File: src/rtl/mult_result_fifo.sv
// In-order result buffer between the multiplier datapath and the output pins: products are visible on out_data the cycle after capture.
// Sustains one push and one pop per cycle. A product that arrives while the buffer is full and not draining is dropped, which sets the sticky overflow flag.
module mult_result_fifo #(
    parameter int WIDTH = 8,
    parameter int DEPTH = 4
) (
    input  logic                       sys_clk,
    input  logic                       sys_rst,
    input  logic [WIDTH-1:0]           mp_in,
    input  logic                       mp_valid,
    output logic [WIDTH-1:0]           out_data,
    output logic                       out_valid,
    input  logic                       out_ready,
    output logic [$clog2(DEPTH):0]     count,
    output logic                       full,
    output logic                       empty,
    output logic                       overflow,
    input  logic                       ovf_clr
);
    localparam int AW = $clog2(DEPTH);
    localparam int CW = AW + 1;

    logic [WIDTH-1:0] mem [DEPTH];
    logic [AW-1:0]    wr_ptr;
    logic [AW-1:0]    rd_ptr;
    logic [CW-1:0]    count_q;
    logic             ovf_q;
    logic             push;
    logic             pop;
    logic             drop;

    // Status comes only from registered state, so nothing on the input side reaches an output combinationally.
    assign empty     = (count_q == '0);
    assign full      = (count_q == CW'(DEPTH));
    assign out_valid = !empty;
    assign out_data  = mem[rd_ptr];
    assign count     = count_q;
    assign overflow  = ovf_q;

    assign pop  = out_valid && out_ready;
    assign push = mp_valid && (!full || pop);
    assign drop = mp_valid && full && !pop;

    // Storage is deliberately left without reset; the pointers alone define what is valid.
    always_ff @(posedge sys_clk) begin
        if (push) begin
            mem[wr_ptr] <= mp_in;
        end
    end

    always_ff @(posedge sys_clk or posedge sys_rst) begin
        if (sys_rst) begin
            wr_ptr  <= '0;
            rd_ptr  <= '0;
            count_q <= '0;
            ovf_q   <= 1'b0;
        end else begin
            if (push) begin
                wr_ptr <= wr_ptr + AW'(1);
            end
            if (pop) begin
                rd_ptr <= rd_ptr + AW'(1);
            end
            case ({push, pop})
                2'b10:   count_q <= count_q + CW'(1);
                2'b01:   count_q <= count_q - CW'(1);
                default: count_q <= count_q;
            endcase
            // A drop in the same cycle as a clear leaves the flag set.
            if (drop) begin
                ovf_q <= 1'b1;
            end else if (ovf_clr) begin
                ovf_q <= 1'b0;
            end
        end
    end
endmodule

File: config.mk
export PLATFORM = sky130hd
export DESIGN_NAME = mult_result_fifo
export DESIGN_NICKNAME = d
export VERILOG_FILES = /design/src/rtl/mult_result_fifo.sv
export SDC_FILE = /design/constraint.sdc
export NUM_CORES = 1
export LEC_CHECK = 0
export ABC_CLOCK_PERIOD_IN_PS = 2000
export BUFFER_PORTS_ARGS = -buffer_cell sky130_fd_sc_hd__buf_2
export CORE_UTILIZATION = 52
export CTS_BUF_LIST = sky130_fd_sc_hd__clkbuf_4 sky130_fd_sc_hd__clkbuf_8
export DETAILED_ROUTE_END_ITERATION = 7
export PLACE_DENSITY = 0.88
export SYNTH_ARGS = -nofsm -noshare
export SYNTH_HDL_FRONTEND = slang
export SYNTH_SLANG_ARGS = --single-unit
export TNS_END_PERCENT = 100
File: constraint.sdc
create_clock -name sys_clk -period 2 [get_ports sys_clk]
set_input_delay 0.2 -clock sys_clk [delete_from_list [all_inputs] [get_ports sys_clk]]
set_output_delay 0.2 -clock sys_clk [all_outputs]
set_load 0.03 [all_outputs]
# Yosys cells after proc, flatten, opt, wreduce, memory -nomap -nowiden
# Memory sizes are Yosys's and may differ from the RTL's.
# Cells that the tools add are included.
[word_totals] inputBits=13 register_bits=8 output_inout_bits=15 n_memories=1 ramBits=32
[memory_table] name="mem" depth=4 width=8 rd=1 rd_ports_with_merged_regs=0 wr=1 line="23" text="logic [WIDTH-1:0] mem [DEPTH];"
[op_classes] eq_ne=3 muxes=5 addsub=4 n_reduce_logical=11
[op_table] op="$pmux 3 s2" count=1
[op_table] op="$add 2x1->2 const B" count=2
[op_table] op="$logic_and 1x1->1" count=4
[op_table] op="$mux 1" count=4
[op_table] op="$reduce_bool 2->1" count=2
[op_table] op="$add 3x1->3 const B" count=1
[op_table] op="$eq 3x3->1 const B" count=1
[op_table] op="$logic_not 1->1" count=3
[op_table] op="$logic_not 3->1" count=1
[op_table] op="$sub 3x1->3 const B" count=1
[op_table] op="$eq 2x1->1 const B" count=1
[op_table] op="$eq 2x2->1 const B" count=1
[op_table] op="$logic_or 1x1->1" count=1

# Logic depth before layout (Yosys ltp)
[depth] depth_word=7 mapped_depth=7 mapped_depth_nobuf=6

# Least setup slack after synthesis
# Ideal clock, no wire load.
[synth_path] path_type="reg2reg" startpoint="register count_q[0], in the netlist count[0]" endpoint="register count_q[2], in the netlist count[2]" setup_time_ns=0.081 path_buffers=1 synth_period_minus_slack_ns=2.088 arrival_time_ns=2.007 required_ns=1.919 setup_slack_ns=-0.088 path_stages_with_launch=8 path_cell_list="dfrtp_1 -> buf_6 -> o31a_1 -> or2b_1 -> fa_1 -> nand2b_1 -> o32ai_2 -> xor2_1"
[synth_between] elab_chain_len=7 word_cells_on_any_way=13
[synth_lines] item="from (decl)" line="26" text="logic [CW-1:0] count_q;"
[synth_lines] item="from (signal assigned)" line="65" text="2'b10: count_q <= count_q + CW'(1);"
[synth_lines] item="from (signal assigned)" line="66" text="2'b01: count_q <= count_q - CW'(1);"
[synth_lines] item="from (signal assigned)" line="67" text="default: count_q <= count_q;"
[synth_lines] item="$logic_not 3->1" line="33" text="assign empty = (count_q == '0);"
[synth_lines] item="$logic_not 1->1" line="35" text="assign out_valid = !empty;"
[synth_lines] item="$logic_and 1x1->1" line="40" text="assign pop = out_valid && out_ready;"
[synth_lines] item="$logic_or 1x1->1" line="41" text="assign push = mp_valid && (!full || pop);"
[synth_lines] item="$logic_and 1x1->1" line="41"
[synth_lines] item="$eq 2x1->1 / $eq 2x2->1 (equally long branches)" line="64" text="case ({push, pop})"
[synth_lines] item="$pmux 3 s2 / $reduce_bool 2->1 (equally long branches)"
# Several ways; a longest one is shown, not always the timed one.
# A chain may end at the register's enable or synchronous reset.

# Final worst setup path
[layout_path] startpoint="register count_q[1], in the netlist count[1]" endpoint="register count_q[1], in the netlist count[1]"
# The elaborated chain is that of the path after synthesis.

==> key figures <==
Clock network
  – Num CTS Buffers: 5
  – CTS tree: done
  – TritonCTS Sinks: 40
  – Post-CTS Setup Repair Bufs: 0
  – Clk root buf: clkbuf_4
  – H-tree levels: 2
  – Clock Tree Buf Depth: 2
  – Clk_lat worst skew: 0.34 ns
  – CTS clk-pin slew, worst paths: 0.11 ns

Setup path
  – CP arrival: 2.17 ns
  – CP max stage delay: 0.48 ns
  – Critical Path, Cell by Cell: o31a_1 > or2b_1 > fa_1 > o21ba_4 > o211ai_1 > a21oi_1
  – Element type at the critical path end: register
  – Critical path class: reg2reg
  – R2R setup slack: 0.1 ns
  – Reg2Reg Depth: 6
  – Crit path max fanout: 7
  – Crit-path slowest cell: dfrtp_2
  – Worst r2r src: count[1]
  – Reg2reg end: count[1]
  – Worst EP required: 2.27 ns
  – Startpoint types: register

Synthesis
  – Most common cell in the netlist: edfxtp_1
  – Cell Area, Synth: 1722 um2
  – Avg Cell Area, Syn: 17.57 um2
  – Synthesized Nets: 116
  – FFs w/ async S/R, synth: 0.2000
  – Register area share after synthesis: 0.6744
  – EDFF count, synth: 32
  – Largest area contributor in the netlist: edfxtp_1
  – Share of the synthesized area in the top cell type: 0.5581
  – Warnings, synthesis: 0
  – Dominant cells by area after synthesis: edfxtp_1 (56%), dfrtp_1 (12%), mux4_2 (10%), ha_1 (2.9%), inv_1 (1.5%)
  – Synth top cells by count: edfxtp_1 (32), dfrtp_1 (8), mux4_2 (8), inv_1 (7)
  – Cells after synthesis: 98
  – Flip-flop and latch count after synthesis: 40
  – Ys flop type: edfxtp_1
  – Netlist cell types: 32

Pwr
  – Worst vdd ir: 735.3 uV
  – Pwr Density: 1561 nW/um2
  – Pleak: 0.7842 nW

Die
  – Row count: 20
  – Core Box Area: 3103 um2
  – Die Footprint: 3545 um2
  – Die H: 59.54 um
  – # IOs: 28
  – Initial Util: 0.5548
  – Chip Width: 59.54 um

Placed design
  – Cell Area, Placed: 1922 um2
  – Port bufs: 27
  – Placer Congestion: 0.6817
  – HPWL after detailed placement: 2009 um

Route
  – Metal3 WL: 123 um
  – Drt wl/cell: 15.73 um
  – Vias per cell: 5.249
  – Met2 WL: 1504 um
  – WL met1: 1107 um
  – Final WL: 2784 um
  – Drt drc: 0
  – ANT nets after route: 0
  – Drt initial violations: 42
  – First-pass iteration count of the detailed router: 4
  – Max Used Layer: met4
  – Detailed-route via count: 929

Run
  – Max-Cap Viols: 0

Final layout
  – Syn-to-layout area delta: 17.15%
  – Final #Nets: 150
  – Register area: 1165 um2
  – Fill cells: 236
  – Final instance area: 2017 um2
  – Share of cells above drive strength 1: 0.4060
  – Ant diodes: 0
  – Area of the multi-input gates: 506.7 um2

Timing
  – Final hold slack: 0.07243 ns
  – Final hold vios: 0
  – Layout Skew: 0.004875 ns
  – Final Setup Violations: 0
  – Final Max Tran Viols: 0
  – Unrepaired setup endpoints after global routing: false
  – Max frequency: 525.6 MHz
  – Relative slew margins: 0.7086
  – Shortest period the worst path allows: 1.902 ns
  – Final period util: 0.9512
  – Worst-Margin Slew: 0.4372 ns

GRT
  – Largest net degree at the start of global routing: 13
  – Grt ovf: 0
  – Vias in the first global route: 944
  – Initial antenna violation count: 0
  – First-pass GRT wire length: 4388 um
  – Total GRT Usage: 0.1839

Hold path
  – Hold path endpoint: mem[2][1]
  – WHS Path Cells: 1
  – Min-delay worst type: in2reg
  – Hold_sp: mp_in[1]

Status
  – Outcome: complete, no violations
[critical path, delay by kind of cell (launching register included)]
kind / cells / cell delay (ns)
AOI/OAI and AO/OA: 4 / 0.76
adders and majority gates: 1 / 0.43
DFF: 1 / 0.48
and+or+nand+nor: 1 / 0.17
[sequential cells by signal (all words and copies together) (netlist names)]
| name | cells |
|---|---|
| wr_ptr | 2 |
| mem | 32 |
| rd_ptr | 2 |
| overflow | 1 |
| count | 3 |
[placed cells by master (no fill, tap or decap), drive strengths merged]
master / count
clkinv: 1
and3: 1
nand3b: 1
bufinv: 1
a32o: 1
nand2: 2
mux4: 8
o31a: 1
a21oi: 1
nor2: 1
mux2: 1
dlygate4sd3: 1
dfrtp: 8
o211ai: 1
buf: 31
nor2b: 2
fa: 1
o32ai: 1
or3: 1
ha: 4
or2b: 1
and2: 4
clkbuf: 6
nand2b: 1
xor2: 3
o21ai: 1
nor4b: 1
o31ai: 1
inv: 8
edfxtp: 32
o21ba: 1
nand3: 2
xnor2: 3
[cell families (layout without fill, tap and decap cells)]
family,count (synthesis),count (layout),synth area share
multiplexers,9,9,0.1112
XOR/XNOR,6,6,0.03053
flip-flops,40,40,0.6744
AND/OR/NAND/NOR,17,17,0.06759
adder cells (fa/ha/maj),5,5,0.04070
buffers and inverters,13,48,0.03488
AO/OA/AOI/OAI,8,8,0.04070
[power breakdown]
part           internal, W  switching, W  total (W)
clock network     0.000294      0.000249   0.000542
registers          0.00113      0.000146    0.00127
logic             0.000557      0.000776    0.00133
[worst max-delay path by stage]
stage | startpoint | endpoint
final | count[1] | count[1]
after global routing | count[1] | count[1]
after CTS | count[1] | count[1]
after detailed placement | count[1] | count[1]
after global placement | count[1] | count[1]
after floorplan | count[0] | count[2]
[per-stage QoR]
stage	cells	setup slack [ns]	TNS (ns)	util	total power, W
floorplan	98	-0.0001223	-0.0001223	-	0.002287
global placement	168	0.1988	0	0.6194	0.002572
detailed placement	168	0.1315	0	0.6194	0.002640
CTS	177	0.1054	0	0.6500	0.003181
global route	177	0.006886	0	0.6500	0.003328
finish	177	0.09754	0	0.6500	0.003147
[metal layers]
layer | global-route usage | vias up
met5 | 0 | -
met4 | 0.06977 | 0
met3 | 0.08515 | 8
met2 | 0.2889 | 21
met1 | 0.2226 | 466
li1 | - | 434
[layout make-up]
cell class / instances / share of cell area
repair buffers: 32 / 0.08685
clock inverters: 2 / 0.01675
flip-flops and latches: 40 / 0.5775
well taps: 44 / 0.02730
inverters: 8 / 0.01489
multi-input cells: 45 / 0.2512
clock buffers: 6 / 0.02543
[repair_timing]
| item | 4_1_cts | 5_1_grt |
|---|---|---|
| endpoints found under the hold margin | 8 | 0 |
| hold buffers | 1 | 0 |
| resized for setup | 0 | 0 |
No activity file was read; power rests on OpenSTA's default activity.
